## config.mk

```make
export PLATFORM = sky130hd
export DESIGN_NAME = uart_rx_fifo
export DESIGN_NICKNAME = d
export VERILOG_FILES = /design/src/rtl/uart_rx_fifo.sv
export SDC_FILE = /design/constraint.sdc
export NUM_CORES = 1
export LEC_CHECK = 0
export BUFFER_PORTS_ARGS = -buffer_cell sky130_fd_sc_hd__buf_2
export CORE_AREA = 4 4 104 106
export CTS_CLUSTER_DIAMETER = 100
export DETAILED_ROUTE_END_ITERATION = 8
export DIE_AREA = 0 0 108 110
export GPL_TIMING_DRIVEN = 0
export PLACE_DENSITY = 0.71
export SLEW_MARGIN = 20
export SYNTH_ARGS = -nofsm -noshare
export SYNTH_HDL_FRONTEND = slang
export SYNTH_SLANG_ARGS = --single-unit
```

## constraint.sdc

```tcl
create_clock -name clock -period 9.5 [get_ports clock]
set_clock_uncertainty 0.2 [all_clocks]
set_input_delay 0.95 -clock clock [delete_from_list [all_inputs] [get_ports clock]]
set_output_delay 0.95 -clock clock [all_outputs]
set_load 0.02 [all_outputs]
```

## src/rtl/uart_rx_fifo.sv

```systemverilog
// uart_rx_fifo
// Receive side of the UART peripheral. The asynchronous serial line is
// synchronized into the clock domain, 8N1 characters are deframed by
// counting system clocks per bit and sampling each bit at its centre,
// and completed bytes are queued in a small show-ahead FIFO that drains
// over a valid/ready handshake.
//
// Ports
//   clock      system clock, all logic on the rising edge
//   reset      asynchronous, active-low reset
//   uart_rx    serial line, idle high, asynchronous to clock
//   rx_data    FIFO head byte (0 when the FIFO is empty)
//   rx_valid   FIFO not empty
//   rx_ready   consumer accepts the head byte when rx_valid && rx_ready
//   rx_count   number of bytes currently stored, 0..depth
//   frame_err  one-cycle pulse: stop bit sampled low
//   overrun    one-cycle pulse: byte completed while FIFO full, byte dropped
//
// Receiver states
//   state     | meaning
//   ----------+---------------------------------------------------------
//   IDLE      | line high, waiting for a falling edge
//   START     | half-bit timer running, confirming the start bit
//   DATA      | sampling 8 data bits LSB first at bit centres
//   STOP      | waiting for the stop-bit centre
//   WAIT_HIGH | stop bit was low; hold off until the line returns high

module uart_rx_fifo #(
  parameter int clks_per_bit = 868,
  parameter int depth        = 8
) (
  input  logic                     clock,
  input  logic                     reset,
  input  logic                     uart_rx,
  output logic [7:0]               rx_data,
  output logic                     rx_valid,
  input  logic                     rx_ready,
  output logic [$clog2(depth):0]   rx_count,
  output logic                     frame_err,
  output logic                     overrun
);

  localparam int aw = $clog2(depth);
  localparam int cw = $clog2(clks_per_bit);

  localparam logic [cw-1:0] bit_reload  = cw'(clks_per_bit - 1);
  localparam logic [cw-1:0] half_reload = cw'(clks_per_bit / 2 - 1);
  localparam logic [aw:0]   full_count  = (aw + 1)'(depth);

  typedef enum logic [2:0] {
    IDLE,
    START,
    DATA,
    STOP,
    WAIT_HIGH
  } state_t;

  // --------------------------------------------------------------------
  // Input synchronizer; resets to the idle (high) line level so that
  // leaving reset never looks like a start bit.
  // --------------------------------------------------------------------
  logic sync1, sync2, rxs;

  always_ff @(posedge clock or negedge reset) begin
    if (!reset) begin
      sync1 <= 1'b1;
      sync2 <= 1'b1;
    end else begin
      sync1 <= uart_rx;
      sync2 <= sync1;
    end
  end

  assign rxs = sync2;

  // --------------------------------------------------------------------
  // Deframer
  // --------------------------------------------------------------------
  state_t        state;
  logic [cw-1:0] cnt;
  logic [2:0]    bit_idx;
  logic [7:0]    shreg;
  logic          expired;
  logic          push;

  assign expired = (cnt == '0);

  // The byte is handed to the FIFO on the stop-sample edge itself, so
  // the push request is decoded from the current state rather than
  // registered; that makes rx_valid rise in the cycle right after it.
  assign push = (state == STOP) && expired && rxs;

  always_ff @(posedge clock or negedge reset) begin
    if (!reset) begin
      state     <= IDLE;
      cnt       <= '0;
      bit_idx   <= '0;
      shreg     <= '0;
      frame_err <= 1'b0;
    end else begin
      frame_err <= 1'b0;
      case (state)
        IDLE: begin
          if (!rxs) begin
            state <= START;
            cnt   <= half_reload;
          end
        end

        START: begin
          if (expired) begin
            if (!rxs) begin
              state   <= DATA;
              cnt     <= bit_reload;
              bit_idx <= '0;
            end else begin
              // Line went back high before mid-start: treat as a glitch.
              state <= IDLE;
            end
          end else begin
            cnt <= cnt - 1'b1;
          end
        end

        DATA: begin
          if (expired) begin
            shreg <= {rxs, shreg[7:1]};
            cnt   <= bit_reload;
            if (bit_idx == 3'd7) begin
              state <= STOP;
            end else begin
              bit_idx <= bit_idx + 3'd1;
            end
          end else begin
            cnt <= cnt - 1'b1;
          end
        end

        STOP: begin
          if (expired) begin
            if (rxs) begin
              // Returning to IDLE at mid-stop leaves half a bit of
              // margin before a back-to-back start edge.
              state <= IDLE;
            end else begin
              frame_err <= 1'b1;
              state     <= WAIT_HIGH;
            end
          end else begin
            cnt <= cnt - 1'b1;
          end
        end

        WAIT_HIGH: begin
          // A held-low line (break) must not be decoded as 0x00 bytes.
          if (rxs) begin
            state <= IDLE;
          end
        end

        default: begin
          state <= IDLE;
        end
      endcase
    end
  end

  // --------------------------------------------------------------------
  // FIFO
  // --------------------------------------------------------------------
  logic [7:0]    mem [depth];
  logic [aw-1:0] wr_ptr, rd_ptr;
  logic          pop;
  logic          accept;
  logic          full;

  assign full     = (rx_count == full_count);
  assign rx_valid = (rx_count != '0);
  assign pop      = rx_valid && rx_ready;

  // A push into a full FIFO still fits when the head leaves in the same
  // cycle, since the freed slot is exactly the one being written.
  assign accept   = push && (!full || pop);

  assign rx_data  = rx_valid ? mem[rd_ptr] : 8'h00;

  always_ff @(posedge clock) begin
    if (accept) begin
      mem[wr_ptr] <= shreg;
    end
  end

  always_ff @(posedge clock or negedge reset) begin
    if (!reset) begin
      wr_ptr   <= '0;
      rd_ptr   <= '0;
      rx_count <= '0;
      overrun  <= 1'b0;
    end else begin
      overrun <= push && full && !pop;

      if (accept) begin
        wr_ptr <= wr_ptr + aw'(1);
      end
      if (pop) begin
        rd_ptr <= rd_ptr + aw'(1);
      end

      case ({accept, pop})
        2'b10:   rx_count <= rx_count + (aw + 1)'(1);
        2'b01:   rx_count <= rx_count - (aw + 1)'(1);
        default: rx_count <= rx_count;
      endcase
    end
  end

endmodule
```

==> results of run 1 <==
## flip-flops by register name (all words and copies together), names as in the netlist
| name | count |
|---|---|
| sync1 | 1 |
| mem | 64 |
| bit_idx | 3 |
| overrun | 1 |
| shreg | 8 |
| frame_err | 1 |
| rx_count | 4 |
| rd_ptr | 3 |
| cnt | 10 |
| rxs | 1 |
| state | 3 |
| wr_ptr | 3 |
## path summary, 6_finish.rpt
path	startpoint	to	slack, ns
max reg2reg	cnt[7]	mem[7][1]	5.99
max in group asynchronous	reset	shreg[3]	8.06
min reg2reg	sync1	rxs	0.16
min in group asynchronous	reset	wr_ptr[0]	0.50
min	sync1	rxs	0.16
max	rd_ptr[0]	rx_data[6]	5.38
## final cells by class
cell class              instances  area (um^2)  area share
plain buffers                  11         42.5     0.00881
inverters                       7         26.3     0.00544
multi-input cells             175         1460       0.303
flip-flops and latches        102         2880       0.595
well taps                     133          166      0.0345
repair buffers                 18         90.1      0.0187
clock inverters                 5         36.3     0.00751
clock buffers                  10          128      0.0264
## metal layers
| layer | track usage | vias up |
|---|---|---|
| met3 | 0.0338 | 5 |
| met1 | 0.194 | 1240 |
| met5 | 0 | - |
| li1 | - | 1191 |
| met2 | 0.232 | 36 |
| met4 | 0.0325 | 0 |
## power by group
group / switching [uW] / total, uW / internal [uW]
clock network: 142 / 237 / 94.8
logic: 4.23 / 5.33 / 1.10
registers: 0.554 / 468 / 468
total: 147 / 711 / 564
## kinds of logic (layout without fill, tap and decap cells)
| logic type | Yosys count | in the layout |
|---|---|---|
| flops | 102 | 102 |
| simple gates | 83 | 83 |
| compound gates | 42 | 42 |
| mux | 36 | 36 |
| buf+inv | 18 | 51 |
| xor+xnor | 8 | 8 |
| fa+ha+maj | 6 | 6 |
## stage by stage
step	hold slack (ns)	setup slack, ns	power (uW)	instances	cell area, um^2
3_3_place_gp	0.146	5.70	483	446	4650
6_report	0.160	5.38	711	461	4830
3_5_place_dp	0.147	5.68	484	446	4660
5_1_grt	0.167	5.05	741	461	4830
2_1_floorplan	0.145	6.24	479	295	4400
4_1_cts	0.161	5.27	717	461	4830
## cell usage in the layout, fill, tap and decap left out, types with 4 or more instances in the layout
cell       n
nand2_1   11
nand3_1    4
mux2i_1    8
inv_1      7
clkbuf_8   9
edfxtp_1  64
dfrtp_1   36
mux2_2    12
a21oi_1   11
or2_2      4
buf_2     19
ha_1       6
mux4_2    16
nor2_1    29
clkbuf_1   8
nor3_1     9
o21ai_0    9
xnor2_1    6
==> summary.md, run 1 <==
| Metric | Value |
|---|---|
| Status | completed |
| Syn Nets | around 310 |
| Post-synth ARST share | 0.373 |
| Worst skew pair latency | between 0.3 and 0.4 ns |
| VDD IR max | around 0.086 mV |
| CP Capture Type | output pin |
| Final setup viols | 0 |
| Synth cell types | between 40 and 50 |
| Compound-Gate Fraction of Synth Area | 0.0632 |
| CP Data Required Time | approximately 8.4 ns |
| Slew HR | 0.429 |
| Met1 Wirelength | around 3600 um |
| Crit path cell chain | clkbuf_1, buf_1, mux4_2, mux2i_1, nor2_1, buf_2 |
| Max-slew violations | 0 |
| Slowest stage delay, CP | 0.69 ns |
| I/O Pins | 19 |
| Worst-Margin Slew | around 0.86 ns |
| Vias in the first global route | about 2500 |
| Clock sinks | between 100 and 150 |
| Sequential-to-total area share from yosys stat | 0.654 |
| Synth Area in Simple Gates | 0.104 |
| Max-Cap Viols | 0 |
| PD cells | about 150 nW/um^2 |
| Synthesized cell area | 4400 um^2 |
| Largest family of logic cells by synthesized area | multiplexers |
| Nets@finish | 334 |
| Pre-antenna DRT Iters | 4 |
| Kind of critical path | flop to output pin |
| CTS root buf | clkbuf_8 |
| Met3 routed WL | about 220 um |
| Grt total ovfl | 0 |
| Die Height | about 110 um |
| Ant. Diodes | 0 |
| Synth area leader | edfxtp_1 |
| Worst-path clk slew | about 0.1 ns |
| Synthesized-area fraction occupied by adder cells | 0.0171 |
| Buf/Inv on CP | 3 |
| Top Metal Used | met4 |
| GR Util All Layers | 0.142 |
| Area delta synth->final | 9.79% |
| Via/cell ratio | about 5.4 |
| Setup tns final | 0 ns |
| Initial antenna violation count | 0 |
| Top cell family by delay on the critical path | buffers and inverters |
| DRC viols | 0 |
| Initial Utilization | 0.450 |
| Number of flops mapped to enable cells by yosys | between 60 and 70 |
| CP max-delay cell | buf_1 |
| Fmax | 242 MHz |
| #FFs+latches synth | ~100 |
| Wire per inst | about 17 um |
| Final Hold Fails | 0 |
| P_leak | around 0.0018 uW |
| Yosys top cell area share | 0.437 |
| Cell count after synthesis | between 200 and 300 |
| DRT iter0 DRCs | between 150 and 200 |
| Inserted Clock Buffers | 9 |
| CTS tree | built |
| Area contributors post-synth | edfxtp_1, dfrtp_1, mux4_2 |
| Crit-path max FO | 10 |
| WP depth | 6 |
| Htree depth | 3 |
| Count leader, synth | edfxtp_1 |
| Startpoint type of the worst setup path | flop |
| Core Area | 9770 um^2 |
| Post-synthesis xor/xnor area fraction | 0.0159 |
| Mux cell area share after synthesis | 0.131 |
| Post_cts resized | 0 |
| Average cell area after synthesis | around 15 um^2 |
| Std-Cell Rows | 36 |
| Via count | about 2500 |
| Fraction of layout cells with a size suffix above 1 | 0.232 |
| Global-route wire length before repair | ~13000 um |
| Synth Flop Type | edfxtp_1 |
| Die Area | roughly 12000 um^2 |
| Final GP Congestion | a little over 0.8 |
| Synth Warn # | 0 |
| R2R depth | 6 |
| Fin crit share | 0.434 |
| Largest net degree at the start of global routing | 39 |
| HPWL after detailed placement | ~5300 um |
| Setup repair bufs after CTS | 0 |
| Fillers | roughly 850 |
| DR WL met2 | 3790 um |
| WL final | approximately 7600 um |
| Worst path arrival time | roughly 3.0 ns |
| Clock buffer depth | 2 |
| Final worst path period need | roughly 4.1 ns |
| I/O Buffers | 18 |
| Hold Path Class | flop to flop |
| Unrepaired setup endpoints after global routing | no |
| Utilization after layout | 0.494 |
| Hold-fix buffers, CTS | 0 |
| Hold-critical path depth | 0 |
| Detail Route Antenna Nets | 0 |
| Synth cell count leaders | edfxtp_1, dfrtp_1, nor2_1 |
| Die X | ~110 um |
Note: power is estimated with default switching activity, not from simulation.
==> run 2, diff against run 1 <==
==> constraint.sdc (replaced) <==
create_clock -name clock -period 4.18 [get_ports clock]
set_clock_uncertainty 0.2 [all_clocks]
set_input_delay 0.418 -clock clock [delete_from_list [all_inputs] [get_ports clock]]
set_output_delay 0.418 -clock clock [all_outputs]
set_load 0.02 [all_outputs]
==> summary.md, run 2 (synthesized netlist as in run 1, its figures left out) <==
| Metric | Value |
|---|---|
| Max-Cap Viols | 0 |
| Worst path arrival time | 2.97 ns |
| Die X | ~110 um |
| DRT iter0 DRCs | 157 |
| Clock buffer depth | 2 |
| Inserted Clock Buffers | 9 |
| DP Area | about 4700 um^2 |
| P_int | approximately 1300 uW |
| Std-Cell Rows | 36 |
| Die Height | between 100 and 150 um |
| Finished Cell Area | roughly 4800 um^2 |
| P_leak | between 0.0015 and 0.002 uW |
| Commonest cells after routing, fill and taps aside | edfxtp_1, dfrtp_1, nor2_1, buf_2, mux4_2 |
| VDD IR max | between 0.15 and 0.2 mV |
| Unrepaired setup endpoints after global routing | no |
| Biggest register | mem |
| Status | completed |
| Core Area | a little under 10000 um^2 |
| DRC viols | 0 |
| Fillers | 845 |
| WL final | 7630 um |
| HPWL after detailed placement | between 5000 and 6000 um |
| Via/cell ratio | ~5.4 |
| Top Registers | mem x64, cnt x10, shreg x8 |
| Worst skew pair latency | approximately 0.35 ns |
| Area delta synth->final | 10.2% |
| GR Util All Layers | 0.142 |
| Hold Path Class | flop to flop |
| I/O Pins | 19 |
| Utilization after layout | 0.496 |
| CP Capture Type | output pin |
| CP Data Required Time | between 3 and 4 ns |
| Ant. Diodes | 0 |
| Detail Route Antenna Nets | 0 |
| Clk pwr share | 0.333 |
| Logic gate share of total power | 0.008 |
| Net Switching | approximately 330 uW |
| Worst-path clk slew | roughly 0.10 ns |
| Worst-Margin Slew | 0.858 ns |
| Vias in the first global route | between 2000 and 3000 |
| PD cells | between 300 and 400 nW/um^2 |
| Fin Hold WS | between 0.15 and 0.2 ns |
| Initial Utilization | 0.450 |
| Max reg flops | 64 |
| Die Area | approximately 12000 um^2 |
| CTS tree | built |
| Clock sinks | 102 |
| Sw Share | 0.206 |
| Final GP Congestion | between 0.8 and 0.9 |
| Post_cts resized | 0 |
| Htree depth | 3 |
| Final worst path period need | about 3.6 ns |
| Global-route wire length before repair | around 13000 um |
| Wire per inst | 16.5 um |
| Fin crit share | 0.860 |
| Final Hold Fails | 0 |
| Sequential Power Share | 0.659 |
| Fraction of layout cells with a size suffix above 1 | 0.230 |
| Setup tns final | 0 ns |
| Crit-path max FO | 10 |
| Kind of critical path | flop to output pin |
| Max-slew violations | 0 |
| Setup repair bufs after CTS | 0 |
| Via count | about 2500 |
| Final setup viols | 0 |
| Nets@finish | 336 |
| CTS root buf | clkbuf_8 |
| Pre-antenna DRT Iters | 4 |
| Startpoint type of the worst setup path | flop |
| Most common cell after layout, fill and taps aside | edfxtp_1 |
| I/O Buffers | 18 |
| Fmax | between 200 and 300 MHz |
| Slew HR | 0.428 |
| Grt total ovfl | 0 |
| Largest net degree at the start of global routing | 39 |
| Initial antenna violation count | 0 |
| Hold-fix buffers, CTS | 2 |
run 2: metrics by stage:
| stage | setup WS [ns] | power (uW) | cells |
|---|---|---|---|
| after floorplan | 1.03 | 1090 | 295 |
| after global placement | 0.445 | 1100 | 446 |
| after detailed placement | 0.701 | 1100 | 446 |
| after CTS | 0.477 | 1630 | 463 |
| after global routing | 0.267 | 1690 | 463 |
| final | 0.587 | 1610 | 463 |
run 2: final cells by class:
cell class	count	area, um^2	area share
buffer	11	42.5	0.00877
clock buffer	10	128	0.0263
clock inverter	5	36.3	0.00748
inverter	7	26.3	0.00542
multi-input combinational	175	1460	0.302
sequential	102	2880	0.593
tap	133	166	0.0343
timing repair buffer	20	110	0.0227
run 2: critical path: stages (launching register included):
cell      delay [ns]
dfrtp_1         0.37
clkbuf_1        0.51
buf_1           0.69
mux4_2          0.62
mux2i_1         0.17
nor2_1          0.07
buf_2           0.20
run 2: per-layer routing:
layer | part of all wire | global-route usage
met3 | 0.029 | 0.0332
met1 | 0.47 | 0.195
met2 | 0.49 | 0.232
met5 | 0 | 0
met4 | 0.0093 | 0.0325
run 2: power groups by stage:
stage	clock network, uW	registers, uW	logic (uW)
detailed placement	0	1090	12.8
CTS	553	1060	14.2
global placement	0	1090	12.4
global route	606	1060	16.0
floorplan	0	1090	2.84
finish	537	1060	13.5
run 2: final timing paths:
check | from | end | slack (ns) | cells after the start
worst max-delay path | rd_ptr[0] | rx_data[6] | 0.59 | 6
worst min-delay path | sync1 | rxs | 0.16 | 0
worst max register to register | cnt[7] | mem[7][1] | 0.67 | 6
worst min register to register | sync1 | rxs | 0.16 | 0
max in group asynchronous | reset | shreg[3] | 2.73 | 2
min in group asynchronous | reset | cnt[6] | 0.50 | 2
